File: src/rtl/float_round_pack.sv
// Back end of the single-precision adder: normalize, round-to-nearest-even,
// renormalize, range check and pack one result per start/ack transaction.
module float_round_pack #(
   parameter int EXP_W = 10
) (
   input  logic                    clk,
   input  logic                    rst,
   input  logic                    start,
   input  logic                    ack,
   input  logic                    sign_in,
   input  logic signed [EXP_W-1:0] exp_in,
   input  logic [27:0]             frac_in,
   output logic [31:0]             res,
   output logic                    done,
   output logic                    overflow,
   output logic                    underflow,
   output logic                    inexact,
   output logic [2:0]              dbg_state
);

   // Handshake: start is sampled only in IDLE, ack only in DONE; res and the
   // flags are valid while done is high and hold until the next CHECK.
   typedef enum logic [2:0] {
      S_IDLE   = 3'd0,
      S_NORM   = 3'd1,
      S_ROUND  = 3'd2,
      S_RENORM = 3'd3,
      S_CHECK  = 3'd4,
      S_DONE   = 3'd5
   } state_t;

   localparam logic signed [EXP_W-1:0] E_ONE  = EXP_W'(1);
   localparam logic signed [EXP_W-1:0] E_ZERO = EXP_W'(0);
   localparam logic signed [EXP_W-1:0] E_MAX  = EXP_W'(255);

   state_t                  r_state;
   state_t                  w_next;
   logic                    r_s;
   logic signed [EXP_W-1:0] r_e;
   logic [27:0]             r_f;
   logic                    r_z;
   logic                    r_rnd_inx;
   logic [31:0]             r_res;
   logic                    r_done;
   logic                    r_ovf;
   logic                    r_unf;
   logic                    r_inx;

   logic                    w_up;
   logic [24:0]             w_rounded;
   logic [31:0]             w_res;
   logic                    w_ovf;
   logic                    w_unf;
   logic                    w_inx;

   // RNE: round up on guard when anything below it is set or on an odd lsb
   assign w_up      = r_f[2] & (r_f[1] | r_f[0] | r_f[3]);
   assign w_rounded = r_f[27:3] + {24'd0, w_up};

   always_comb begin
      w_res = {r_s, r_e[7:0], r_f[25:3]};
      w_ovf = 1'b0;
      w_unf = 1'b0;
      w_inx = r_rnd_inx;
      if (r_z) begin
         w_res = {r_s, 31'd0};
         w_inx = 1'b0;
      end else if (r_e >= E_MAX) begin
         w_res = {r_s, 8'hFF, 23'd0};
         w_ovf = 1'b1;
         w_inx = 1'b1;
      end else if (r_e <= E_ZERO) begin
         w_res = {r_s, 31'd0};
         w_unf = 1'b1;
         w_inx = 1'b1;
      end
   end

   always_comb begin
      w_next = r_state;
      case (r_state)
         S_IDLE:   if (start) w_next = (frac_in == 28'd0) ? S_CHECK : S_NORM;
         S_NORM:   if (!r_f[27] && r_f[26]) w_next = S_ROUND;
         S_ROUND:  w_next = S_RENORM;
         S_RENORM: w_next = S_CHECK;
         S_CHECK:  w_next = S_DONE;
         S_DONE:   if (ack) w_next = S_IDLE;
         default:  w_next = S_IDLE;
      endcase
   end

   always_ff @(posedge clk) begin
      if (!rst) r_state <= S_IDLE;
      else      r_state <= w_next;
   end

   always_ff @(posedge clk) begin
      if (!rst) begin
         r_s       <= 1'b0;
         r_e       <= E_ZERO;
         r_f       <= 28'd0;
         r_z       <= 1'b0;
         r_rnd_inx <= 1'b0;
         r_res     <= 32'd0;
         r_done    <= 1'b0;
         r_ovf     <= 1'b0;
         r_unf     <= 1'b0;
         r_inx     <= 1'b0;
      end else begin
         case (r_state)
            S_IDLE: begin
               r_done <= 1'b0;
               if (start) begin
                  r_s       <= sign_in;
                  r_e       <= exp_in;
                  r_f       <= frac_in;
                  r_z       <= (frac_in == 28'd0);
                  r_rnd_inx <= 1'b0;
               end
            end
            S_NORM: begin
               // Right shift folds the dropped bit into sticky
               if (r_f[27]) begin
                  r_f <= {1'b0, r_f[27:2], r_f[1] | r_f[0]};
                  r_e <= r_e + E_ONE;
               end else if (!r_f[26]) begin
                  r_f <= {r_f[26:0], 1'b0};
                  r_e <= r_e - E_ONE;
               end
            end
            S_ROUND: begin
               r_f       <= {w_rounded, 3'b000};
               r_rnd_inx <= |r_f[2:0];
            end
            S_RENORM: begin
               if (r_f[27]) begin
                  r_f <= {1'b0, r_f[27:1]};
                  r_e <= r_e + E_ONE;
               end
            end
            S_CHECK: begin
               r_res  <= w_res;
               r_ovf  <= w_ovf;
               r_unf  <= w_unf;
               r_inx  <= w_inx;
               r_done <= 1'b1;
            end
            S_DONE: begin
               if (ack) r_done <= 1'b0;
            end
            default: r_done <= 1'b0;
         endcase
      end
   end

   assign res       = r_res;
   assign done      = r_done;
   assign overflow  = r_ovf;
   assign underflow = r_unf;
   assign inexact   = r_inx;
   assign dbg_state = r_state;

endmodule

File: config.mk
export PLATFORM = sky130hd
export DESIGN_NAME = float_round_pack
export DESIGN_NICKNAME = d
export VERILOG_FILES = /design/src/rtl/float_round_pack.sv
export SDC_FILE = /design/constraint.sdc
export NUM_CORES = 1
export LEC_CHECK = 0
export BUFFER_PORTS_ARGS = -buffer_cell sky130_fd_sc_hd__buf_2
export CORE_MARGIN = 3
export CORE_UTILIZATION = 54
export DETAILED_ROUTE_END_ITERATION = 16
export HOLD_SLACK_MARGIN = 0.06
export PLACE_DENSITY = 0.78
export REMOVE_ABC_BUFFERS = 1
export SKIP_LAST_GASP = 1
export SLEW_MARGIN = 20
export SYNTH_ARGS = -nofsm -noshare
export SYNTH_HDL_FRONTEND = slang
export SYNTH_SLANG_ARGS = --single-unit
File: constraint.sdc
create_clock -name clk -period 2.4 [get_ports clk]
set_clock_uncertainty 0.05 [all_clocks]
set_input_delay 0.12 -clock clk [delete_from_list [all_inputs] [get_ports clk]]
set_output_delay 0.12 -clock clk [all_outputs]
set_load 0.03 [all_outputs]
==> results of run 1 <==
[logic make-up after synthesis]
group / share of synthesized area
xor gates and xnor gates: 0.02093
DFF: 0.3480
muxes: 0.01088
AOI/OAI and AO/OA: 0.3336
buffers and inverters: 0.06579
adders and majority gates: 0.008157
and+or+nand+nor: 0.2126
[cell usage after synthesis, drive strengths merged, types with 3 or more instances]
cell,count,area (µm²)
xnor2,6,52.55
o21a,4,30.03
nor3,13,76.33
a221oi,6,52.55
a21boi,3,22.52
a222oi,7,70.07
inv,7,26.27
o311ai,3,26.28
o221ai,6,58.80
a31oi,10,62.56
a21oi,38,190.2
o211a,3,37.54
nor2,42,170.2
ha,3,37.54
buf,27,152.6
and2,4,25.02
o31a,3,26.28
o2111ai,3,26.28
mux2i,5,50.05
a2111oi,3,26.28
nor4,19,140.1
or2,4,25.02
a211oi,4,30.03
and4,4,35.03
or3b,3,26.28
and3,3,18.77
o21ai,44,220.2
dfxtp,80,1602
or4,8,63.81
a21o,3,22.52
nand2,51,191.4
xor2,5,43.79
o22ai,5,31.28
nand3,18,95.09
a221o,9,90.09
clkbuf,33,123.9
o31ai,5,37.54
o211ai,5,37.54
nand4,6,37.54
a22o,27,236.5
a22oi,13,97.59
nand2b,4,25.02
[cell type report]
class | instances | area, µm²
sequential | 80 | 1603
timing repair buffer | 138 | 868.3
multi-input combinational | 421 | 2733
inverter | 7 | 26.28
clock buffer | 11 | 141.4
fill | 714 | 2723
tap | 105 | 131.4
clock inverter | 5 | 32.53
[worst paths after layout]
check	depth (start not counted)	slack (ns)	to
setup reg to reg	8	0.08	res[18]
hold reg to reg	2	0.40	underflow
setup / recovery	8	0.08	res[18]
hold / removal	3	0.07	r_e[1]
[metal layers]
layer,vias up,global-route usage,wire length (µm)
met3,69,0.04929,1376
met2,327,0.4774,6839
met5,-,0,0
li1,2362,-,-
met1,2407,0.3723,5935
met4,0,0.1292,546
[sequential cells by signal, summed over array words and instances (netlist names)]
name and cells:
dbg_state 3, done 1, inexact 1, overflow 1, r_e 10, r_f 28, r_rnd_inx 1, r_s 1
r_z 1, res 32, underflow 1
[power breakdown]
part	switching, mW	leakage, nW	internal, mW
Combinational	1.97	1.44	1.31
Clock	0.503	0.0813	0.401
Sequential	0.556	0.653	1.68
Total	3.03	2.17	3.40
[stage by stage]
stage	cells	setup TNS [ns]	setup slack [ns]
4_1_cts	762	0	0.1280
3_5_place_dp	732	0	0.1439
2_1_floorplan	507	-10.85	-0.5498
6_report	767	0	0.07911
3_3_place_gp	732	0	0.2553
5_1_grt	767	0	0.01286
[cell usage in the layout, fill, tap and decap left out, types with 6 or more instances in the layout]
master	count
nor2_1	39
nand3_1	17
or4_1	7
a222oi_1	7
a21oi_1	37
nand4_1	6
nor4_1	17
o21ai_0	37
buf_4	43
xnor2_1	6
nor3_1	12
dlygate4sd3_1	14
a22o_1	27
o21ai_1	7
nand2_1	51
a221oi_1	6
clkbuf_8	10
a31oi_1	10
a221o_1	9
a22oi_1	13
buf_2	81
dfxtp_1	79
[what timing repair did]
item,in CTS,in global routing
endpoints found under the setup margin,0,19
hold buffers,14,0
hold endpoints to repair,14,0
gates resized for setup,0,3
setup buffers,0,4
[worst max-delay path, delay by kind of cell (launching register included)]
family	cells	cell delay [ns]
buf+inv	2	0.30
fa+ha+maj	1	0.16
simple gates	3	0.86
compound gates	2	0.46
flops	1	0.38
==> flow_metrics.tcl, run 1 <==
set metrics [dict create \
    clk_latency_ns 0.35 \
    ys_ff_latch 80 \
    critical_path.cell_chain "inv_2 -> ha_1 -> or3b_2 -> nor3_4 -> nor4_4 -> buf_4 -> o211a_4 -> a22o_1" \
    drive_above_1_share 0.2402 \
    holdWs_ns 0.07415 \
    num_vias 5165 \
    cts_root_buf "clkbuf_8" \
    maxSlewHeadroom 0.6364 \
    final_util 0.6703 \
    design_area_um2 5535 \
    syn_to_final_growth_pct 20.28 \
    critPathKind "reg -> reg" \
    syn_area_um2 4602 \
    cts_buffers 9 \
    cts.sinks 80 \
    endpoint_kind "flip-flop" \
    die-area_um2 9666 \
    finalWirelength_um 14700 \
    vias_per_cell 6.734 \
    core_um2 8258 \
    critPathLaunch "r_e[0]" \
    rsz0062_at_grt "no" \
    die_w_um 98.32 \
    dr.pass1.iters 7 \
    clockBufferDepth 2 \
    ys_seq_area_frac 0.3480 \
    tightest_slew_ns 0.5317 \
    required_ns 2.59 \
    hold_violations 0 \
    drv_cap 0 \
    min_from "exp_in[1]" \
    grt_max_degree 25 \
    synthArstFlopShare 0 \
    period_needed_ns 2.321 \
    fmax_mhz 430.9 \
    die_h_um 98.32 \
    startpoint_type "flip-flop" \
    p_per_area_nw_per_um2 1161 \
    htreeDepth 3 \
    drtAntennaViolNets 0 \
    drc 0 \
    power_mw 6.426 \
    antenna_found_initial 0 \
    peakVddDrop_mv 0.5050 \
    drv_slew 0 \
    path_clk_slew_ns 0.08 \
    drt-initial-drc-count 624 \
    critPathArrivalTime_ns 2.52 \
    port_buffers 81 \
    grt_pass1_wl_um 23360 \
    dp_hpwl_um 10140 \
    start_util 0.5573 \
    gp_congestion 0.9593 \
    finalCritPeriodShare 0.9670 \
    netlist_instances 567 \
    row_count 33 \
    track_usage 0.2900 \
    grt_pass1_vias 4876 \
    synth-edff-count 0 \
    reg2reg_from "r_e[0]" \
    dpl_cell_area_um2 5172 \
    diodes 0 \
    hp-class "in -> reg" \
    setup_viol 0 \
    p_leak_nw 2.172 \
    grt-ovfl-total 0 \
    wire_per_inst_um 19.16 \
    yosysUniqueCellTypes 73 \
    status "completed" \
    synthFlopType "dfxtp_1" \
    boundaryPins 82 \
    fin_nets 703 \
    ys.warnings.count 0 \
    syn_avg_cell_area_um2 8.116 \
    critPathSlowestCell "or3b_2" \
    cts_tree "built" \
    cp_slowest_stage_delay_ns 0.52 \
    cp_max_fo 12 \
]
No activity file was read; power rests on OpenSTA's default activity.
==> run 2, diff against run 1 <==
--- a/config.mk
+++ b/config.mk
@@ -13,2 +13,3 @@
 export PLACE_DENSITY = 0.78
+export RECOVER_POWER = 100
 export REMOVE_ABC_BUFFERS = 1
==> constraint.sdc (replaced) <==
create_clock -name clk -period 2.5 [get_ports clk]
set_clock_uncertainty 0.05 [all_clocks]
set_input_delay 0.5 -clock clk [delete_from_list [all_inputs] [get_ports clk]]
set_output_delay 0.5 -clock clk [all_outputs]
set_load 0.03 [all_outputs]
==> run 2 against run 1 <==
Largest cell class unchanged. Non-clock buffer count decreased by 26. Maximum frequency decreased by 0.89%. Sequential power about the same. Design area decreased by 5.1%. Largest power group unchanged. Utilization decreased by 3.4 points. Power decreased by 5.6%. Critical path type unchanged. Wire length decreased by 3.6%. Highest routed layer unchanged.
==> flow_metrics.tcl, run 2 (synthesis gave the netlist of run 1 again) <==
set metrics [dict create \
    drv_slew 0 \
    fmax_mhz 427.0 \
    cts.sinks 80 \
    status "completed" \
    cts_root_buf "clkbuf_8" \
    dp_hpwl_um 9804 \
    path_clk_slew_ns 0.08 \
    cts_tree "built" \
    tightest_slew_ns 0.7495 \
    p_leak_nw 1.886 \
    pre_cts_ws_ns 0.1890 \
    hold_violations 0 \
    startpoint_type "flip-flop" \
    finalWirelength_um 14170 \
    dr.pass1.iters 6 \
    core_um2 8258 \
    endpoint_kind "flip-flop" \
    port_buffers 81 \
    track_usage 0.2882 \
    grt_pass1_vias 4526 \
    setup_viol 0 \
    finalCritPeriodShare 0.9367 \
    maxSlewHeadroom 0.4985 \
    layout_commonest_cell "dfxtp_1" \
    die_h_um 98.32 \
    drive_above_1_share 0.1606 \
    critical_path.top_delay_family "simple AND/OR/NAND/NOR gates" \
    vias_per_cell 6.646 \
    hp-class "in -> reg" \
    clk_latency_ns 0.36 \
    p_per_area_nw_per_um2 1155 \
    htreeDepth 3 \
    critPathSlowestCell "or4_1" \
    die-area_um2 9666 \
    critPathKind "reg -> reg" \
    syn_to_final_growth_pct 14.14 \
    diodes 0 \
    dpl_cell_area_um2 5097 \
    boundaryPins 82 \
    cp_max_fo 8 \
    finalWorstSetupSlack_ns 0.1583 \
    wire_per_inst_um 19.15 \
    required_ns 2.69 \
    cp_slowest_stage_delay_ns 0.57 \
    peakVddDrop_mv 0.5125 \
    critical_path.cell_chain "and2_0 -> ha_1 -> nand3_1 -> or2_1 -> or4_1 -> nand4_1 -> o221ai_1" \
    num_vias 4918 \
    drt-initial-drc-count 646 \
    gp_congestion 0.9665 \
    period_needed_ns 2.342 \
    rsz0062_at_grt "no" \
    row_count 33 \
    die_w_um 98.32 \
    critPathArrivalTime_ns 2.53 \
    grt_pass1_wl_um 22940 \
    drc 0 \
    cp_num_buf_inv 0 \
    cts_buffers 9 \
    grt_max_degree 28 \
    fin_setup_tns_ns 0 \
    grt-ovfl-total 0 \
    largest_reg_flops 32 \
    antenna_found_initial 0 \
    mostFrequentLayoutCells "dfxtp_1 (80), nand2_1 (51), o21ai_0 (44)" \
    design_area_um2 5253 \
    power_mw 6.065 \
    drtAntennaViolNets 0 \
    hold_buffers 0 \
    fin_nets 676 \
    clockBufferDepth 2 \
    start_util 0.5573 \
    drv_cap 0 \
]
## run 2: final cells by class
cell class,instances,area [µm²]
fillers,732,3005
well taps,105,131.4
multi-input cells,420,2708
clock inverters,5,55.05
flip-flops and latches,80,1602
clock buffers,11,151.4
repair buffers,112,579.3
inverters,7,26.28
## run 2: timing repair
action	in CTS	in global routing
setup buffers	0	2
endpoints found under the setup margin	0	24
gates resized for setup	0	1
## run 2: power by group
part / internal [mW] / switching (mW)
combinational: 1.11 / 1.75
clock: 0.512 / 0.491
sequential: 1.61 / 0.592
total: 3.23 / 2.83
## run 2: routing by layer
layer  share of wire  GRT usage
met5               0          0
met2            0.47     0.4509
met1            0.40     0.3943
met4           0.025     0.1103
met3           0.099    0.05429
## run 2: through the flow
step / hold slack, ns / instances / utilization
global route: 0.3401 / 740 / 0.6361
global placement: 0.3896 / 722 / 0.6173
floorplan: 0.3931 / 507 / -
finish: 0.3234 / 740 / 0.6361
CTS: 0.3254 / 738 / 0.6423
detailed placement: 0.3927 / 722 / 0.6173
## run 2: final timing paths
check / from / end / slack (ns) / depth (start not counted)
worst max-delay path: r_f[3] / r_f[27] / 0.16 / 7
worst min register to register: inexact / inexact / 0.41 / 2
worst min-delay path: sign_in / r_s / 0.32 / 3
worst max register to register: r_f[3] / r_f[27] / 0.16 / 7
## run 2: worst register-to-register path, stage by stage, from the launching register on
cell and delay, ns:
dfxtp_1 0.46, and2_0 0.17, ha_1 0.23, nand3_1 0.16
or2_1 0.36, or4_1 0.57, nand4_1 0.11, o221ai_1 0.11
